[src/rtl/sd_init_ctrl.sv]
// SD card power-up / identification sequencer driving the CMD line driver.
// Walks CMD0..ACMD6, checks each response, latches RCA/OCR/CSD and flags 4-bit mode.
module sd_init_ctrl #(
    parameter int INIT_CLKS  = 80,
    parameter int TIMEOUT    = 2048,
    parameter int CMD0_WAIT  = 64,
    parameter int ACMD41_MAX = 1000
) (
    input  logic         iclk,
    input  logic         irst_n,
    input  logic         istart,
    output logic         ocmd_start,
    output logic [5:0]   ocmd_index,
    output logic [31:0]  ocmd_arg,
    input  logic         icmd_done,
    input  logic [119:0] icmd_resp,
    output logic [15:0]  orca,
    output logic [119:0] ocsd,
    output logic         ohcs,
    output logic         owide,
    output logic         odone,
    output logic         oerror,
    output logic [2:0]   oerr_code
);

    localparam int CNT_MAX = (INIT_CLKS > CMD0_WAIT) ? INIT_CLKS : CMD0_WAIT;
    localparam int CNT_W   = $clog2(CNT_MAX + 1);
    localparam int TMO_W   = $clog2(TIMEOUT + 1);
    localparam int RTY_W   = ($clog2(ACMD41_MAX + 1) > 10) ? $clog2(ACMD41_MAX + 1) : 10;

    localparam logic [RTY_W-1:0] RETRY_LIM = RTY_W'(ACMD41_MAX);

    localparam logic [2:0] ERR_NONE    = 3'd0;
    localparam logic [2:0] ERR_TIMEOUT = 3'd1;
    localparam logic [2:0] ERR_ECHO    = 3'd2;
    localparam logic [2:0] ERR_RETRY   = 3'd3;
    localparam logic [2:0] ERR_INDEX   = 3'd4;

    typedef enum logic [3:0] {
        S_IDLE,
        S_POWERUP,
        S_ISSUE,
        S_WAIT_FIXED,
        S_WAIT_BUSY,
        S_WAIT_DONE,
        S_CHECK,
        S_DONE,
        S_ERROR
    } state_t;

    state_t             r_state;
    logic [3:0]         r_step;
    logic [CNT_W-1:0]   r_cnt;
    logic [TMO_W-1:0]   r_tmo;
    logic [RTY_W-1:0]   r_retry;
    logic               r_start_d;
    logic               r_cmd_start;
    logic [5:0]         r_cmd_index;
    logic [31:0]        r_cmd_arg;
    logic [15:0]        r_rca;
    logic [119:0]       r_csd;
    logic               r_hcs;
    logic               r_wide;
    logic               r_done;
    logic               r_error;
    logic [2:0]         r_err_code;

    logic               w_start_edge;
    logic [5:0]         w_resp_idx;
    logic [31:0]        w_content;
    logic [2:0]         w_chk_code;
    logic [3:0]         w_next_step;
    logic [RTY_W-1:0]   w_retry_next;

    function automatic logic [5:0] step_index(input logic [3:0] step);
        case (step)
            4'd0:    step_index = 6'd0;
            4'd1:    step_index = 6'd8;
            4'd2:    step_index = 6'd55;
            4'd3:    step_index = 6'd41;
            4'd4:    step_index = 6'd2;
            4'd5:    step_index = 6'd3;
            4'd6:    step_index = 6'd9;
            4'd7:    step_index = 6'd7;
            4'd8:    step_index = 6'd55;
            4'd9:    step_index = 6'd6;
            default: step_index = 6'd0;
        endcase
    endfunction

    function automatic logic [31:0] step_arg(input logic [3:0] step, input logic [15:0] rca);
        case (step)
            4'd1:             step_arg = 32'h0000_01AA;
            4'd3:             step_arg = 32'h40FF_8000;
            4'd6, 4'd7, 4'd8: step_arg = {rca, 16'h0000};
            4'd9:             step_arg = 32'h0000_0002;
            default:          step_arg = 32'h0000_0000;
        endcase
    endfunction

    assign w_start_edge = istart & ~r_start_d;
    assign w_resp_idx   = icmd_resp[37:32];
    assign w_content    = icmd_resp[31:0];

    // Response validation for the current step; consumed only in CHECK.
    always_comb begin
        w_chk_code   = ERR_NONE;
        w_next_step  = r_step + 4'd1;
        w_retry_next = r_retry;
        case (r_step)
            4'd1: begin
                if (w_content[11:0] != 12'h1AA) w_chk_code = ERR_ECHO;
            end
            4'd2, 4'd5, 4'd7, 4'd8, 4'd9: begin
                if (w_resp_idx != r_cmd_index) w_chk_code = ERR_INDEX;
            end
            4'd3: begin
                if (!w_content[31]) begin
                    w_retry_next = (r_retry == '1) ? r_retry : r_retry + 1'b1;
                    w_next_step  = 4'd2;
                    if (w_retry_next >= RETRY_LIM) w_chk_code = ERR_RETRY;
                end
            end
            default: ;
        endcase
    end

    always_ff @(posedge iclk) begin
        if (!irst_n) begin
            r_state     <= S_IDLE;
            r_step      <= 4'd0;
            r_cnt       <= '0;
            r_tmo       <= '0;
            r_retry     <= '0;
            r_start_d   <= 1'b0;
            r_cmd_start <= 1'b0;
            r_cmd_index <= 6'd0;
            r_cmd_arg   <= 32'h0;
            r_rca       <= 16'h0;
            r_csd       <= '0;
            r_hcs       <= 1'b0;
            r_wide      <= 1'b0;
            r_done      <= 1'b0;
            r_error     <= 1'b0;
            r_err_code  <= ERR_NONE;
        end else begin
            r_start_d <= istart;
            case (r_state)
                S_IDLE, S_DONE, S_ERROR: begin
                    if (w_start_edge) begin
                        r_done     <= 1'b0;
                        r_error    <= 1'b0;
                        r_err_code <= ERR_NONE;
                        r_retry    <= '0;
                        r_step     <= 4'd0;
                        r_cnt      <= CNT_W'(INIT_CLKS - 1);
                        r_state    <= S_POWERUP;
                    end
                end
                S_POWERUP: begin
                    if (r_cnt > CNT_W'(1)) r_cnt <= r_cnt - 1'b1;
                    else                   r_state <= S_ISSUE;
                end
                S_ISSUE: begin
                    r_cmd_start <= 1'b1;
                    r_cmd_index <= step_index(r_step);
                    r_cmd_arg   <= step_arg(r_step, r_rca);
                    r_tmo       <= TMO_W'(TIMEOUT);
                    if (r_step == 4'd0) begin
                        // ISSUE itself is one of the CMD0_WAIT clocks between pulses
                        r_cnt   <= CNT_W'(CMD0_WAIT - 1);
                        r_state <= S_WAIT_FIXED;
                    end else begin
                        r_state <= S_WAIT_BUSY;
                    end
                end
                S_WAIT_FIXED: begin
                    r_cmd_start <= 1'b0;
                    if (r_cnt > CNT_W'(1)) begin
                        r_cnt <= r_cnt - 1'b1;
                    end else begin
                        r_step  <= 4'd1;
                        r_state <= S_ISSUE;
                    end
                end
                S_WAIT_BUSY: begin
                    r_cmd_start <= 1'b0;
                    if (r_tmo <= TMO_W'(1)) begin
                        r_error    <= 1'b1;
                        r_err_code <= ERR_TIMEOUT;
                        r_state    <= S_ERROR;
                    end else begin
                        r_tmo <= r_tmo - 1'b1;
                        if (!icmd_done) r_state <= S_WAIT_DONE;
                    end
                end
                S_WAIT_DONE: begin
                    r_cmd_start <= 1'b0;
                    if (r_tmo <= TMO_W'(1)) begin
                        r_error    <= 1'b1;
                        r_err_code <= ERR_TIMEOUT;
                        r_state    <= S_ERROR;
                    end else begin
                        r_tmo <= r_tmo - 1'b1;
                        if (icmd_done) r_state <= S_CHECK;
                    end
                end
                S_CHECK: begin
                    if (r_step == 4'd3) r_hcs <= w_content[30];
                    if (w_chk_code != ERR_NONE) begin
                        r_error    <= 1'b1;
                        r_err_code <= w_chk_code;
                        r_state    <= S_ERROR;
                    end else begin
                        r_retry <= w_retry_next;
                        if (r_step == 4'd5) r_rca <= w_content[31:16];
                        if (r_step == 4'd6) r_csd <= icmd_resp;
                        if (r_step == 4'd9) begin
                            r_wide  <= 1'b1;
                            r_done  <= 1'b1;
                            r_state <= S_DONE;
                        end else begin
                            r_step  <= w_next_step;
                            r_state <= S_ISSUE;
                        end
                    end
                end
                default: r_state <= S_IDLE;
            endcase
        end
    end

    assign ocmd_start = r_cmd_start;
    assign ocmd_index = r_cmd_index;
    assign ocmd_arg   = r_cmd_arg;
    assign orca       = r_rca;
    assign ocsd       = r_csd;
    assign ohcs       = r_hcs;
    assign owide      = r_wide;
    assign odone      = r_done;
    assign oerror     = r_error;
    assign oerr_code  = r_err_code;

endmodule

[config.mk]
export PLATFORM = sky130hd
export DESIGN_NAME = sd_init_ctrl
export DESIGN_NICKNAME = d
export VERILOG_FILES = /design/src/rtl/sd_init_ctrl.sv
export SDC_FILE = /design/constraint.sdc
export NUM_CORES = 1
export LEC_CHECK = 0
export CAP_MARGIN = 20
export CORE_AREA = 10 10 159 161
export CTS_CLUSTER_DIAMETER = 30
export DETAILED_ROUTE_END_ITERATION = 10
export DIE_AREA = 0 0 169 171
export PLACE_DENSITY = 0.72
export SYNTH_ARGS = -nofsm -noshare
export SYNTH_HDL_FRONTEND = slang
export SYNTH_SLANG_ARGS = --single-unit
[constraint.sdc]
create_clock -name iclk -period 5.05 [get_ports iclk]
set_input_delay 0.7575 -clock iclk [delete_from_list [all_inputs] [get_ports iclk]]
set_output_delay 0.7575 -clock iclk [all_outputs]
set_load 0.05 [all_outputs]
==> summary.md <==
| Metric | Value |
|---|---|
| Num CTS Buffers | 50 |
| Crit path cell chain | ha_1 > nor2_1 > a221oi_1 > o31ai_1 > buf_4 > nand2b_4 > buf_4 > nand2_1 > a21oi_1 |
| Worst setup margin | 1.91 ns |
| Crit path time final | 3.14 ns |
| Post-Layout Cell Count | 1694 |
| Seq/Total Area, Yosys | 47.6% |
| # clock sinks | 207 |
| CTS tree | built |
| Post-synth EDFFs | 0 |
| TritonRoute pass-1 iters | 5 |
| Via total after detailed routing | 8635 |
| VDD IR max | 0.000272 V |
| Cell area after synthesis | 8710 sq um |
| FF+latch count, synth | 207 |
| DR vias/cell | 5.10 |
| Average wire per standard cell | 17.9 microns |
| Worst EP required | 5.50 ns |
| Die area | 28900 sq um |
| Synth Flop Type | dfxtp_1 |
| GR Overflow Total | 0 |
| Antenna Cells | 0 |
| Nets | 1501 |
| Synth Area per Inst | 8.03 sq um |
| Largest net degree at the start of global routing | 104 |
| Die W | 169 microns |
| Clock skew | 0.0192 ns |
| Number of global-route vias before repair | 8336 |
| First-pass GRT wire length | 46200 microns |
| CTS resizes | 0 |
| CP Launch Type | flip-flop |
| Total Routing Usage GR | 19.6% |
| Dpl hpwl | 21300 microns |
| Type of the worst setup path | reg -> reg |
| Number of H-tree levels | 2 |
| Postcts setup bufs | 0 |
| Drt drc | 0 |
| Worst slack, placed | 1.63 ns |
| Max FO, Critical Path | 77 |
| Fmax | 0.318 GHz |
| Worst endpoint data arrival time | 3.60 ns |
| Setup violations, final | 0 |
| TNS Setup | 0 ns |
| Starting Density | 39.2% |
| Synth warn | 0 |
| Status | completed |
| Number of hold buffers added after CTS | 0 |
| Overall Power | 6.42 mW |
| Top-Level Pins | 306 |
| Worst-skew pair later-pin latency | 0.54 ns |
| Core area | 22200 sq um |
| Distinct cells, synth | 84 |
| Die H | 171 microns |
| I/O Buffers | 295 |
| Layout cells sized above 1 | 9.51% |
| Clock transition at the registers of the reported paths | 0.05 ns |
| Top delay family on crit path | simple AND/OR/NAND/NOR gates |
| Max Transition Viols Final | 0 |
| CTS max path bufs | 3 |
| Routed WL | 30300 microns |
| Top cell by count, worst path | buf_4 |
| Leak | 4.67 nW |
| Initial antenna violation count | 0 |
| Slew margin rel. | 41.8% |
| Initial DRC count | 631 |
| RSZ-0062 raised after global routing | no |
| Final hold violations | 0 |
| PwrDens | 476 nW/um^2 |
| Most frequent cells in the layout | 322 x nand2_1, 295 x clkdlybuf4s50_1, 207 x dfxtp_1 |
| Worst hold path type | reg -> reg |
| Tcrit/Tclk final | 62.3% |
| Commonest non-fill, non-tap cell in the layout | nand2_1 |
| Asr flop ratio synth | 0% |
| Routability cong. | 0.870 |
| CP max-delay cell | nand2b_4 |
| Core Util, Final | 60.6% |
| Post-Synthesis Cells | 1085 |
| Placed instance count | 1600 |
| Num rows | 55 |
| CP max stage delay | 0.63 ns |
| Antenna-violating nets left | 0 |
| Area grow syn2layout | 54.7% |
| Worst path bufs/invs | 2 |
| Root Buffer | clkbuf_16 |
| Slew of the pin with the lowest slew margin | 0.874 ns |
| Crit end category | flip-flop |
| Max-Cap Viols | 0 |
-- registers in the layout (all words and copies together), names as in the netlist, 3 cells and up --
register / count
orca: 16
r_state: 4
r_retry: 10
r_tmo: 12
ocmd_index: 6
ocmd_arg: 19
oerr_code: 3
r_cnt: 7
r_step: 4
ocsd: 120
-- synthesized netlist by cell type, types with 6 or more instances --
cell / instances / area share, %
a21oi_1: 183 / 11
a31oi_1: 9 / 0.65
buf_2: 28 / 1.6
buf_4: 14 / 1.2
clkbuf_1: 38 / 1.6
dfxtp_1: 207 / 48
ha_1: 10 / 1.4
inv_1: 15 / 0.65
mux2i_1: 8 / 0.92
nand2_1: 322 / 14
nand2b_1: 6 / 0.43
nand3_1: 28 / 1.6
nand4_1: 6 / 0.43
nor2_1: 37 / 1.6
nor3_1: 10 / 0.57
o21ai_0: 29 / 1.7
xnor2_1: 6 / 0.60
xor2_1: 10 / 1.0
-- final timing paths --
check / from / end / cells after the start / slack [ns]
setup reg to reg: r_step[1]$_SDFFE_PN0P_ / ocsd[54]$_SDFFE_PN0P_ / 9 / 1.91
hold / removal: owide$_SDFFE_PN0P_ / owide$_SDFFE_PN0P_ / 2 / 0.45
hold reg to reg: owide$_SDFFE_PN0P_ / owide$_SDFFE_PN0P_ / 2 / 0.45
setup / recovery: r_step[1]$_SDFFE_PN0P_ / ocsd[54]$_SDFFE_PN0P_ / 9 / 1.91
-- worst min-delay path: stages (launching register included) --
cell and delay, ns:
dfxtp_1 0.30, inv_1 0.05, a21oi_1 0.05
-- cell families after synthesis --
kind of cell	share of synthesized area (%)
flip-flops	47.6
AND/OR/NAND/NOR	23.8
multiplexers	1.05
adder cells (fa/ha/maj)	1.44
AO/OA/AOI/OAI	18.9
XOR/XNOR	1.61
buffers and inverters	5.64
other	0.0430
-- layout make-up --
type,instances,area (sq um)
Fill cell,1956,8750
Tap cell,285,357
Inverter,16,63.8
Clock buffer,59,1370
Sequential cell,207,4140
Timing Repair Buffer,305,3040
Multi-Input combinational cell,787,4130
Clock inverter,35,375
-- through the flow --
step	hold WS [ns]	area (sq um)
global placement	0.436	11700
CTS	0.450	13500
detailed placement	0.445	11700
floorplan	0.474	8750
global route	0.469	13500
finish	0.447	13500
-- power breakdown --
| part | leakage, nW | internal (mW) | switching [mW] |
|---|---|---|---|
| Sequential | 1.67 | 1.76 | 0.141 |
| Clock | 0.825 | 2.19 | 1.03 |
| Combinational | 2.18 | 0.529 | 0.771 |
| Total | 4.67 | 4.48 | 1.94 |
-- layer usage --
layer  vias up  track usage, %  wire, microns
met4         0            6.34            619
met1      4033            22.4          11800
met5         -               0              0
met3        45            8.33           3120
met2       295            32.4          14800
li1       4262               -              -
(Power assumes the default switching activity.)
==> variant 1, RTL diff (same settings) <==
Change the parameter `ACMD41_MAX` from 1000 to 2000.
--- a/src/rtl/sd_init_ctrl.sv
+++ b/src/rtl/sd_init_ctrl.sv
@@ -5,5 +5,5 @@
     parameter int TIMEOUT    = 2048,
     parameter int CMD0_WAIT  = 64,
-    parameter int ACMD41_MAX = 1000
+    parameter int ACMD41_MAX = 2000
 ) (
     input  logic         iclk,
Function: no difference found for any inputs over 4 cycles, from zero or initial values and one cycle with irst_n low; that may be too few to reach the edited logic, so the function may still have changed.
==> variant 1 against the original RTL <==
Wire length grew 2.0%; highest routed layer unchanged; critical path type unchanged; worst setup slack worse by 390 ps; sequential cell count increased by 1; power up 2.0%; synthesized cell count hardly changed; area after synthesis is 1.0% higher; global-route usage up 0.23 points; cell area down 0.11%.
==> variant 1: results <==
[power]
ir_drop_mv = 0.469
power_leakage_nw = 4.73
p_clk_share_pct = 49.7
p_per_area_nw_per_um2 = 486
switchingPower_mw = 1.95
comb_power_share_pct = 21.0

[clocking]
cts_made_buffers = 47
post-cts-setup-buffers = 0

[critical_path]
slowest_delay_ps = 740
r2r-end = "ocsd[113]$_SDFFE_PN0P_"
ff2ff_path_depth = 9
path_delay_family = "compound AO/OA/AOI/OAI gates"
cp-startpoint = "r_step[1]$_SDFFE_PN0P_"
slowest_stage = "or3_4"
critPathMaxFanout = 74
arrival_ps = 3990

[routing]
dr_wl_met3_um = 3010
routed_via_density = 5.17
drt_iter0_drc = 709
vias = 8673
drt-pass1-iter-count = 6
wirelength_um = 30900
route.met2.wl_um = 14500
wl_met1_um = 12600

[final_layout]
largest_reg_flops = 120
layout-drive-gt1-share_pct = 7.82
fin_nets = 1493

[placed_design]
placed_area_sq_um = 11700
place.gp.congestion = 0.922
pre_cts_slack_ps = 1270
hpwl_um = 21500
placed_cells = 1594

[min_path]
hp-class = "reg2reg"
holdPathEnd = "ocmd_arg[27]$_SDFFE_PN0P_"
min_from = "ocmd_arg[27]$_SDFFE_PN0P_"

[yosys]
yosysSeqAreaShare_pct = 47.3
synth_cell_types = 70
ys_warn_count = 0
netlist_instances = 1084
synth_top_cells_by_count = "nand2_1, dfxtp_1, a21oi_1, nor2_1, clkbuf_1"
yosys-top-cells-area = "dfxtp_1, nand2_1, a21oi_1, nor2_1, mux2i_1"

[global_routing]
grt_max_degree = 129
grt_util_met2_pct = 32.5
met3_usage_pct = 7.34
met1_usage_pct = 23.5
antenna_found_initial = 0
grt_pass1_vias = 8370
grtUsageTotal_pct = 19.8
grt_pass1_wl_um = 46800

[timing]
worst_slack_ps = 1520
fin_worst_skew_ps = 13.4
setup_tns_ps = 0
worstMarginPinSlew_ps = 998
whs_ps = 449

[outcome]
status = "completed"
==> variant 1: changes by cell type in the layout (fill, tap and decap cells not counted), moves of 8 or more <==
cell        delta
a21oi_1       -26
mux2i_1       +13
nand4_1       +10
clkinvlp_4     -8
nor2_1        +30
nand2_1       -36
==> variant 1: cell families (layout without fill, tap and decap cells) <==
group / after synthesis / count (layout) / share of synthesized area (%)
adder cells (fa/ha/maj): 11 / 11 / 1.56
other: 1 / 10 / 0.0426
buffers and inverters: 104 / 405 / 6.27
flip-flops: 208 / 208 / 47.3
XOR/XNOR: 17 / 17 / 1.69
multiplexers: 23 / 23 / 2.73
AND/OR/NAND/NOR: 468 / 468 / 23.5
AO/OA/AOI/OAI: 252 / 252 / 16.9
==> variant 1: layout make-up <==
type / count / area (sq um)
Fill cell: 1926 / 8760
Clock inverter: 30 / 459
Timing Repair Buffer: 303 / 3030
Tap cell: 285 / 357
Clock buffer: 55 / 1260
Sequential cell: 208 / 4160
Multi-Input combinational cell: 781 / 4130
Inverter: 17 / 68.8
==> variant 2, RTL diff (same settings) <==
Without the edit above. Register the input `istart` before use. The logic sees it one clock later. The other inputs are not delayed to match.
--- a/src/rtl/sd_init_ctrl.sv
+++ b/src/rtl/sd_init_ctrl.sv
@@ -49,4 +49,10 @@
     } state_t;
 
+    logic istart_q;
+
+    always_ff @(posedge iclk) begin
+        istart_q <= istart;
+    end
+
     state_t             r_state;
     logic [3:0]         r_step;
@@ -99,5 +105,5 @@
     endfunction
 
-    assign w_start_edge = istart & ~r_start_d;
+    assign w_start_edge = istart_q & ~r_start_d;
     assign w_resp_idx   = icmd_resp[37:32];
     assign w_content    = icmd_resp[31:0];
@@ -145,5 +151,5 @@
             r_err_code  <= ERR_NONE;
         end else begin
-            r_start_d <= istart;
+            r_start_d <= istart_q;
             case (r_state)
                 S_IDLE, S_DONE, S_ERROR: begin
Behaviour: same outputs for any inputs over 4 cycles, from zero or initial values and one cycle with irst_n low; that may be too few to reach the edited logic, so the function may still have changed.
==> variant 2 against the original RTL <==
Sequential cell count rose by 1; synthesized cell count down 2.5%; power shrank 1.3%; fmax shrank 3.3%; worst setup slack got worse by 110 ps; cell area is 4.7% higher; wire length rose by 1.4%; area after synthesis up 8.2%; combinational power shrank 18%; non-clock buffer count is 3 lower; highest routed layer unchanged; critical path depth decreased by 2.
==> variant 2: results <==
[critical_path]
slowest_stage = "and3_4"
arrival_ps = 3700
r2r-start = "r_step[0]$_SDFFE_PN0P_"
r2r-end = "ocsd[117]$_SDFFE_PN0P_"
critPathMaxFanout = 25

[final_layout]
clk_share_pct = 12.8
antennaDiodeCount = 1
nonClkBufAreaFrac_pct = 21.5
clockBufferCount = 60
multi_input_cells = 771
multi_input_area_sq_um = 4710
layout-drive-gt1-share_pct = 8.67
non_clock_buffer_count = 302
regArea_sq_um = 4160

[power]
comb_power_share_pct = 17.0
ir_drop_mv = 0.285
finalPower_mw = 6.33
power_frac_seq_pct = 29.1
power_leakage_nw = 5.24

[routing]
drt-pass1-iter-count = 4
vias = 8493
routed_via_density = 5.09

[timing]
fin_worst_skew_ps = 16.6
worstMarginPinSlew_ps = 972

[placed_design]
hpwl_um = 21700
place.gp.congestion = 0.864
placed_cells = 1577

[global_routing]
antenna_found_initial = 1
grt_pass1_wl_um = 46800
met1_usage_pct = 22.6
met3_usage_pct = 8.47
grt_pass1_vias = 8391

[yosys]
synth_compound_area_share_pct = 9.62
synthAdderAreaFrac_pct = 1.33
muxShareOfSynthArea_pct = 15.6
synth_xor_area_share_pct = 1.77

[min_path]
min_from = "ocsd[108]$_SDFFE_PN0P_"

[outcome]
status = "completed"
variant 2: cell count changes after synthesis, moves of 4 or more:
cell / delta
inv_1: -5
nor2_1: +23
nand2_1: -18
a21oi_1: -149
xnor2_1: +5
buf_12: +11
nor4_1: -4
buf_2: -24
nor3_1: +5
mux2i_1: +139
nand3_1: -8
a22oi_1: +6
clkbuf_1: +4
variant 2: stage by stage:
stage | worst slack [ps] | hold slack (ps) | util [%]
3_5_place_dp | 1210 | 446 | 55.4
2_1_floorplan | 2590 | 446 | -
5_1_grt | 1690 | 470 | 63.5
6_report | 1800 | 449 | 63.5
4_1_cts | 1770 | 454 | 63.5
3_3_place_gp | 1310 | 440 | 55.4
variant 2: per-layer routing:
layer	up-vias	wire length, um
met5	-	0
li1	4178	-
met2	320	14300
met1	3929	12300
met4	0	975
met3	66	3070
variant 2: critical path, delay by kind of cell:
family	cells	cell delay [ps]
AND/OR/NAND/NOR	3	1490
buffers and inverters	2	890
AO/OA/AOI/OAI	1	310
multiplexers	1	250
